--- config.mk ---
export PLATFORM = sky130hd
export DESIGN_NAME = framebuffer_swap_ctrl
export DESIGN_NICKNAME = d
export VERILOG_FILES = /design/src/rtl/fb_ctrl_pkg.sv /design/src/rtl/framebuffer_swap_ctrl.sv
export SDC_FILE = /design/constraint.sdc
export NUM_CORES = 1
export LEC_CHECK = 0
export ABC_AREA = 0
export BUFFER_PORTS_ARGS = -buffer_cell sky130_fd_sc_hd__buf_4
export CELL_PAD_IN_SITES_DETAIL_PLACEMENT = 1
export CELL_PAD_IN_SITES_GLOBAL_PLACEMENT = 1
export CORE_UTILIZATION = 42
export CTS_CLUSTER_SIZE = 12
export DETAILED_ROUTE_END_ITERATION = 8
export GPL_TIMING_DRIVEN = 1
export MAX_ROUTING_LAYER = met4
export PLACE_DENSITY = 0.9
export RECOVER_POWER = 25
export SLEW_MARGIN = 0
export SYNTH_ARGS = -nofsm -noshare
export SYNTH_HDL_FRONTEND = slang
export SYNTH_SLANG_ARGS = --single-unit
--- constraint.sdc ---
create_clock -name clk -period 2 [get_ports clk]
set_input_delay 0.2 -clock clk [delete_from_list [all_inputs] [get_ports clk]]
set_output_delay 0.2 -clock clk [all_outputs]
set_load 0.05 [all_outputs]
--- src/rtl/fb_ctrl_pkg.sv ---
// Shared types for the framebuffer swap controller.
//   fb_state_e : controller state encoding
//   fb_mask_t  : per-buffer target mask, bit i selects buffer instance i
package fb_ctrl_pkg;

  typedef enum logic [2:0] {
    ST_INIT       = 3'd0,
    ST_CLR_PULSE  = 3'd1,
    ST_CLR_GUARD  = 3'd2,
    ST_CLR_WAIT   = 3'd3,
    ST_RENDER     = 3'd4,
    ST_WAIT_VSYNC = 3'd5,
    ST_SWAP       = 3'd6
  } fb_state_e;

  typedef logic [1:0] fb_mask_t;

  localparam fb_mask_t MASK_BOTH = 2'b11;
  localparam fb_mask_t MASK_NONE = 2'b00;

endpackage

--- src/rtl/framebuffer_swap_ctrl.sv ---
// Double-buffer swap controller.
// Clears both buffers after reset, lets the renderer draw into the back
// buffer, and swaps front/back on the first vsync after frame_done.
// Optionally clears the new back buffer after each swap.
// Ports:
//   clk, rstn               clock, async active-low reset
//   frame_done, vsync       renderer / display pulses (synchronous to clk)
//   buf0_ready, buf1_ready  buffer instances report clear finished
//   clear_0, clear_1        one-cycle clear requests
//   front_sel, back_sel     display / renderer buffer index (back = ~front)
//   render_ready            renderer may write the back buffer
//   swapped                 pulse in the cycle front_sel changes
//   frame_count             completed swaps, wraps
//   missed_vsync            vsyncs seen while rendering, saturates
module framebuffer_swap_ctrl
  import fb_ctrl_pkg::*;
#(
  parameter int CLEAR_ON_SWAP = 1,
  parameter int COUNT_WIDTH   = 16
) (
  input  logic                   clk,
  input  logic                   rstn,
  input  logic                   frame_done,
  input  logic                   vsync,
  input  logic                   buf0_ready,
  input  logic                   buf1_ready,
  output logic                   clear_0,
  output logic                   clear_1,
  output logic                   front_sel,
  output logic                   back_sel,
  output logic                   render_ready,
  output logic                   swapped,
  output logic [COUNT_WIDTH-1:0] frame_count,
  output logic [COUNT_WIDTH-1:0] missed_vsync
);

  fb_state_e state, state_nx;
  fb_mask_t  mask, mask_nx;
  fb_mask_t  ready;

  assign ready = {buf1_ready, buf0_ready};

  always_comb begin
    state_nx = state;
    mask_nx  = mask;
    unique case (state)
      ST_INIT: begin
        mask_nx  = MASK_BOTH;
        state_nx = ST_CLR_PULSE;
      end
      ST_CLR_PULSE: state_nx = ST_CLR_GUARD;
      // A buffer's ready is still high the cycle after the clear pulse,
      // so it cannot be trusted here.
      ST_CLR_GUARD: state_nx = ST_CLR_WAIT;
      ST_CLR_WAIT:  if ((ready & mask) == mask) state_nx = ST_RENDER;
      ST_RENDER: begin
        if (frame_done) state_nx = vsync ? ST_SWAP : ST_WAIT_VSYNC;
      end
      ST_WAIT_VSYNC: if (vsync) state_nx = ST_SWAP;
      ST_SWAP: begin
        if (CLEAR_ON_SWAP != 0) begin
          // front_sel already toggled, so back_sel names the old front,
          // which is now the buffer the renderer will draw into.
          mask_nx  = back_sel ? 2'b10 : 2'b01;
          state_nx = ST_CLR_PULSE;
        end else begin
          state_nx = ST_RENDER;
        end
      end
      default: state_nx = ST_INIT;
    endcase
  end

  // Outputs are decoded from the next state so they are registered yet
  // line up with the state they describe.
  always_ff @(posedge clk or negedge rstn) begin
    if (!rstn) begin
      state        <= ST_INIT;
      mask         <= MASK_NONE;
      front_sel    <= 1'b0;
      back_sel     <= 1'b1;
      clear_0      <= 1'b0;
      clear_1      <= 1'b0;
      render_ready <= 1'b0;
      swapped      <= 1'b0;
      frame_count  <= '0;
      missed_vsync <= '0;
    end else begin
      state        <= state_nx;
      mask         <= mask_nx;
      clear_0      <= (state_nx == ST_CLR_PULSE) && mask_nx[0];
      clear_1      <= (state_nx == ST_CLR_PULSE) && mask_nx[1];
      render_ready <= (state_nx == ST_RENDER);
      swapped      <= (state_nx == ST_SWAP);
      if (state_nx == ST_SWAP) begin
        front_sel   <= back_sel;
        back_sel    <= front_sel;
        frame_count <= frame_count + COUNT_WIDTH'(1);
      end
      if (state == ST_RENDER && vsync && !frame_done && missed_vsync != '1)
        missed_vsync <= missed_vsync + COUNT_WIDTH'(1);
    end
  end

endmodule

## After elaboration in Yosys (flattened, before gate mapping)

Cells that the tools add are included.

- Logic and storage cells: 39
- Bits of input ports: 6
- Output and inout port bits: 38
- Flip-flop bits (word level): 43

- Equality and inequality tests: 11
- Bitwise gates (word level): 1
- Add/subtract/negate cells: 2
- Reductions and logical operators: 8
- Mux-type cells: 7

Operators with widths:

| operator | number |
|---|---|
| 16-bit by 1-bit adder with 16-bit output (second input constant) | 2 |
| 3-bit case mux with 6 select lines | 1 |
| 16-bit inequality test (second input constant) | 1 |
| 3-bit equality test (second input constant) | 5 |
| 3-bit 2-to-1 mux | 3 |
| 3-bit by 1-bit equality test with 1-bit output (second input constant) | 2 |
| 3-bit by 2-bit equality test with 1-bit output (second input constant) | 2 |
| 1-bit logical AND | 5 |
| 2-bit 2-to-1 mux | 2 |
| 2-bit case mux with 2 select lines | 1 |
| 3-bit zero test | 1 |
| 2-bit AND | 1 |
| 2-bit equality test | 1 |
| 2-bit OR reduction | 1 |
| 1-bit zero test | 1 |

## Logic depth before layout (Yosys ltp)

Gate-level depths: netlist of the first run.

- Depth in word-level cells: 6
- Gate-level depth with buffers: 7

## Worst setup path after synthesis of the first run

No wires, ideal clock.

- Path kind: reg-to-reg
- Start point: register missed_vsync[0]
- End point: register missed_vsync[14]
- Data required time: 1.875 ns
- Arrival: 1.806 ns
- Stages on the path, launching flop included: 6
- Clock period less this slack: 1.930 ns
- Slack: 0.070 ns
- Library setup time: 0.125 ns
- Path buffers: 0
- Path through: dfrtp_1 > ha_1 > nand3_1 > nand2b_1 > nor3_1 > mux2_2

- Cells in the longest elaborated chain, start to end: 2
- Elaborated cells between the ends (all ways): 3

Ends and longest elaborated chain:

| item | RTL line | RTL |
|---|---|---|
| start: declaration | framebuffer_swap_ctrl.sv:34 | `output logic [COUNT_WIDTH-1:0] missed_vsync` |
| start signal: assignment | framebuffer_swap_ctrl.sv:101 | `missed_vsync <= missed_vsync + COUNT_WIDTH'(1);` |
| branches (longest 2 deep; another with 16-bit by 1-bit adder with 16-bit output) | - |  |

Parallel ways; which one is timed is not known.
A chain may end at the register's enable or synchronous reset.

## Worst setup path after layout of the first run

Same ends and word-level chain as after synthesis.

==> impl_metrics.json, run 1 <==
{
  "dp_cells": 272,
  "worstHoldStart": "vsync",
  "dpl_cell_area_sq_mm": 0.00238,
  "design_area_sq_mm": 0.00250,
  "drive_gt1_share_pct": 29.3,
  "min_period_over_period_pct": 88.0,
  "power.share.combinational_pct": 27.4,
  "post-place-ws_ns": 0.266,
  "cts-htree-levels": 2,
  "utilization_pct": 56.0,
  "synth_area_sq_mm": 0.00202,
  "ys_seq_area_share_pct": 53.3,
  "area_delta_synth_final_pct": 24.0,
  "p_seq_share_pct": 45.4,
  "min_to": "state[1]",
  "fin_cells": 281,
  "worst_setup_path_start_kind": "flop",
  "place_hpwl_um": 3330,
  "clock_latency_ns": 0.30,
  "num_rows": 24,
  "pin_count": 44,
  "finalClockSkew_ns": 0.00849,
  "grt_pass1_wl_um": 7780,
  "antenna_found_initial": 0,
  "critPathTopFamily": "simple AND/OR/NAND/NOR gates",
  "syn_nets": 188,
  "cts_resized": 0,
  "crit_fanout": 5,
  "worstHoldPathCells": 3,
  "clockPowerShare_pct": 27.2,
  "gr-total-overflow": 0,
  "powerDensity_mw_per_mm2": 993,
  "clk_pin_slew_ns": 0.08,
  "ant_nets": 0,
  "outcome": "complete, but fails checks",
  "cts_buffer_depth": 2,
  "avgSynthCellArea_sq_um": 11.2,
  "worstHoldPathType": "input pin to flop",
  "final_common_cell": "buf_4",
  "power_mw": 2.49,
  "wl_per_cell_um": 16.1,
  "slew_headroom_pct": 30.8,
  "synth_cell_type_count": 36,
  "tightest_slew_ns": 1.04,
  "clock.fmax_ghz": 0.568,
  "grt_pass1_vias": 1651,
  "crit_type": "flop to flop",
  "drc": 6,
  "worst_slack_ns": 0.239,
  "rsz0062_at_grt": "false",
  "end_kind": "flop",
  "r2r_start": "missed_vsync[0]",
  "synth_area_leaders": "dfrtp_1 (52%), xor2_1 (7.8%), xnor2_1 (4.8%)",
  "gp_congestion": 0.794,
  "netSwitchingPower_mw": 0.907,
  "first_pass_iters": 6,
  "cpMaxStageDelayCell": "dfrtp_1",
  "cp.required_ns": 2.18,
  "cts_tree": "built",
  "coreArea_sq_mm": 0.00447,
  "fin_hold_ws_ns": 0.192,
  "post_cts_buffers": 0,
  "cts_root_buf": "clkbuf_8",
  "io_buffers": 43,
  "ir_drop_v": 0.000510,
  "violations": "design-rule violations",
  "finalNetCount": 236,
  "cp.arrival_ns": 1.94,
  "period_needed_ns": 1.76,
  "clock-sinks": 43,
  "tns_ns": 0,
  "finalMaxSlewViolations": 0,
  "diodes": 0,
  "setup_viol": 0,
  "reg2reg_depth": 5,
  "cts_made_buffers": 5,
  "drtIter0Drc": 59,
  "syn_inst": 180,
  "vias": 1523,
  "synth_seq_cells": 43,
  "cp_num_buf_inv": 0,
  "r2r_slack_ns": 0.24,
  "reg2reg_to": "missed_vsync[14]",
  "cp_cell_sequence": "ha_1 -> nand3_1 -> nand2b_1 -> nor3_1 -> mux2_2",
  "grt_util_all_layers_pct": 20.4,
  "hold_buffers": 1,
  "dieArea_sq_mm": 0.00509,
  "start_util_pct": 45.2,
  "synth_top_cell_area_share_pct": 52.0,
  "die_h_um": 71.4,
  "switching_share_pct": 36.4,
  "grt_max_degree": 44,
  "drt_wl_total_um": 4520,
  "max_stage_delay_ns": 0.43,
  "vias_per_cell": 5.42,
  "p_int_mw": 1.58,
  "p_leak_nw": 1.25,
  "drv_cap": 0,
  "die_w_um": 71.4,
  "synth_warnings": 0,
  "synth.largest_area_cell": "dfrtp_1",
  "finalHoldViolations": 0,
  "final_cell_mix": "buf_4 (43), dfrtp_1 (42), xor2_1 (18), nand2_1 (12)"
}
## worst max-delay path by stage
stage	slack (ns)	cells after the start	end	startpoint
2_1_floorplan	0.07	5	missed_vsync[14]	missed_vsync[0]
4_1_cts	0.24	5	missed_vsync[14]	missed_vsync[0]
3_5_place_dp	0.27	5	missed_vsync[14]	missed_vsync[0]
6_report	0.24	5	missed_vsync[14]	missed_vsync[0]
3_3_place_gp	0.35	4	missed_vsync[1]	state[1]
5_1_grt	0.10	6	missed_vsync[9]	missed_vsync[0]
## cells in the mapped netlist
master / number
a21oi_1: 7
nand2b_1: 2
inv_1: 5
dfrtp_1: 42
nand4_1: 8
nand3_1: 10
ha_1: 2
xnor2_1: 11
nor2b_1: 3
buf_6: 1
nor4_4: 1
nor4_2: 1
inv_2: 1
and2b_1: 1
nor2_1: 8
mux2_2: 5
nand2_1: 12
a211o_1: 1
buf_4: 2
or2_2: 2
buf_2: 1
nand3b_1: 1
nor3b_4: 1
nor4_1: 4
o31ai_1: 1
nand4b_1: 1
nor3b_1: 2
xor2_1: 18
o22ai_1: 1
nor4b_2: 2
dfstp_2: 1
and3_1: 4
o21ai_0: 2
nand2_2: 1
nor3_1: 11
and4_1: 4
## metal layers
layer  global-route usage (%)  share of wire, %
met5                        -                 0
met4                     7.56               2.0
met3                     3.52               3.6
met2                     33.5                48
met1                     25.3                46
## power groups by stage
stage / clock [mW] / sequential [mW] / combinational [mW]
floorplan: 0 / 1.30 / 0.343
CTS: 0.695 / 1.13 / 0.692
detailed placement: 0 / 1.15 / 0.689
global route: 0.724 / 1.15 / 0.745
finish: 0.678 / 1.13 / 0.681
global placement: 0 / 1.13 / 0.662
## layout make-up
| type | count | area [sq um] |
|---|---|---|
| clock inverter | 3 | 43.8 |
| timing repair buffer | 45 | 338 |
| inverter | 6 | 22.5 |
| sequential | 43 | 1080 |
| fill | 494 | 1970 |
| tap | 52 | 65.1 |
| multi-input combinational | 127 | 890 |
| clock buffer | 5 | 68.8 |
## cells by family (layout without fill, tap and decap cells)
| kind of cell | Yosys count | count (layout) | share of synthesized area (%) |
|---|---|---|---|
| simple gates | 79 | 79 | 24.1 |
| flops | 43 | 43 | 53.3 |
| xor+xnor | 29 | 29 | 12.6 |
| compound gates | 12 | 12 | 3.34 |
| buf+inv | 10 | 59 | 2.66 |
| mux | 5 | 5 | 2.79 |
| fa+ha+maj | 2 | 2 | 1.24 |
## worst reg2reg max path: cells and delay by family, from the launching register on
family	cells	cell delay, ns
simple gates	3	0.66
flops	1	0.43
mux	1	0.36
fa+ha+maj	1	0.20
## state kept, by name (all words and copies together), names as in the netlist
name and count:
state 3, swapped 1, back_sel 1, mask 2, clear_0 1, frame_count 16, missed_vsync 16, clear_1 1
render_ready 1, front_sel 1
(Power assumes the default switching activity.)
==> inputs of run 2 (changes only) <==
- CORE_MARGIN: not set -> 4
- clock period: 2 -> 1.63 ns (I/O delays scaled with it)
==> run 2 against run 1 <==
Effect of this change: the run now ends clean; combinational power is 62% higher; first-iteration DRC count is 10% higher; sequential power is 16% higher; hold slack better by 0.0038 ns; clock power is 0.9% higher; die area is 18% higher; sequential cell count stayed put; power is 24% higher; critical path type unchanged; critical path depth is 1 lower; wire length is 13% higher.
==> impl_metrics.json, run 2 (synthesized netlist as in run 1, its figures left out) <==
{
  "fin_cells": 296,
  "crit_type": "flop to flop",
  "clock_latency_ns": 0.30,
  "rsz0062_at_grt": "true",
  "gp_congestion": 0.780,
  "diodes": 0,
  "worstHoldPathType": "input pin to flop",
  "finalClockSkew_ns": 0.00912,
  "cp-startpoint": "state[1]",
  "end_kind": "flop",
  "fill_cells": 504,
  "cp_cell_sequence": "nand2b_1 -> nor4_4 -> nand4_1 -> xnor2_1",
  "worstHoldStart": "vsync",
  "p_leak_nw": 1.32,
  "cp_num_buf_inv": 0,
  "cp.arrival_ns": 1.75,
  "cts-htree-levels": 2,
  "die_w_um": 77.4,
  "antenna_found_initial": 0,
  "place_hpwl_um": 3590,
  "slew_headroom_pct": 30.3,
  "cts_made_buffers": 5,
  "cts_buffer_depth": 2,
  "period_needed_ns": 1.56,
  "wl_per_cell_um": 17.2,
  "drc": 0,
  "drtIter0Drc": 65,
  "clock.fmax_ghz": 0.641,
  "dieArea_sq_mm": 0.00598,
  "tightest_slew_ns": 1.05,
  "cpMaxStageDelayCell": "nor4_4",
  "coreArea_sq_mm": 0.00450,
  "grt_pass1_wl_um": 8370,
  "max_stage_delay_ns": 0.48,
  "final_common_cell": "buf_4",
  "die_h_um": 77.4,
  "area_delta_synth_final_pct": 34.0,
  "finalNetCount": 251,
  "powerDensity_mw_per_mm2": 1140,
  "cts_root_buf": "clkbuf_8",
  "clock-sinks": 43,
  "cts_tree": "built",
  "worst_slack_ns": 0.0701,
  "vias": 1607,
  "reg_top3": "frame_count x16, missed_vsync x16, state x3",
  "drive_gt1_share_pct": 45.1,
  "dp_cells": 280,
  "fin_hold_ws_ns": 0.196,
  "final_cell_mix": "buf_4 (58), dfrtp_1 (27), xor2_1 (18), dfrtp_2 (15), nand2_1 (12)",
  "post-place-ws_ns": 0.0247,
  "io_buffers": 43,
  "first_pass_iters": 4,
  "critPathTopFamily": "simple AND/OR/NAND/NOR gates",
  "power_mw": 3.10,
  "crit_fanout": 7,
  "setup_viol": 0,
  "drt_wl_total_um": 5080,
  "vias_per_cell": 5.43,
  "pin_count": 44,
  "num_rows": 24,
  "finalMaxSlewViolations": 0,
  "finalHoldViolations": 0,
  "ant_nets": 0,
  "utilization_pct": 60.1,
  "clk_pin_slew_ns": 0.09,
  "grt_util_all_layers_pct": 18.1,
  "r2r_start": "state[1]",
  "ir_drop_v": 0.000934,
  "grt_max_degree": 44,
  "start_util_pct": 44.9,
  "gr-total-overflow": 0,
  "outcome": "completed",
  "min_period_over_period_pct": 95.7,
  "worst_setup_path_start_kind": "flop",
  "drv_cap": 0,
  "cp.required_ns": 1.82,
  "grt_pass1_vias": 1658
}
run 2: metrics by stage:
step                      instance area (sq um)    TNS, ns
after global placement                     2490          0
after global routing                       2710  -0.000899
after detailed placement                   2490          0
final                                      2710          0
after floorplan                            2070          0
after CTS                                  2590          0
run 2: per-layer routing:
layer | wire length (um) | track usage, % | vias up | share of wire, %
li1 | - | - | 755 | -
met1 | 2230 | 23.0 | 805 | 44
met2 | 2540 | 28.2 | 41 | 50
met3 | 243 | 4.75 | 6 | 4.8
met4 | 71 | 6.23 | 0 | 1.4
met5 | 0 | - | - | 0
run 2: worst paths after layout:
check	slack (ns)	cells after the start	to
max in group asynchronous	0.33	2	missed_vsync[5]
max	0.07	4	frame_count[5]
max reg2reg	0.07	4	frame_count[5]
min reg2reg	0.49	1	frame_count[10]
min	0.20	3	state[1]
min in group asynchronous	0.58	2	swapped
run 2: timing repair:
action	4_1_cts	5_1_grt
endpoints found under the setup margin	0	18
setup buffers	0	7
hold endpoints to repair	42	0
hold buffers	1	0
gates resized for setup	0	12
run 2: report_power, final:
part	internal, mW	switching (mW)	leakage, nW
Sequential	1.20	0.113	0.545
Clock	0.298	0.385	0.0402
Combinational	0.402	0.696	0.736
Total	1.90	1.19	1.32
run 2: worst min-delay path, stage by stage:
cell	delay, ns
buf_4	0.10
nand2_1	0.08
o31ai_1	0.10
run 2: final cells by class:
class                      instances  area, sq um  area share (%)
clock inverter                     3         20.0           0.739
clock buffer                       5         68.8            2.54
multi-input combinational        127          985            36.4
inverter                           6         22.5           0.832
timing repair buffer              60          450            16.6
tap                               52         65.1            2.40
sequential                        43         1100            40.5
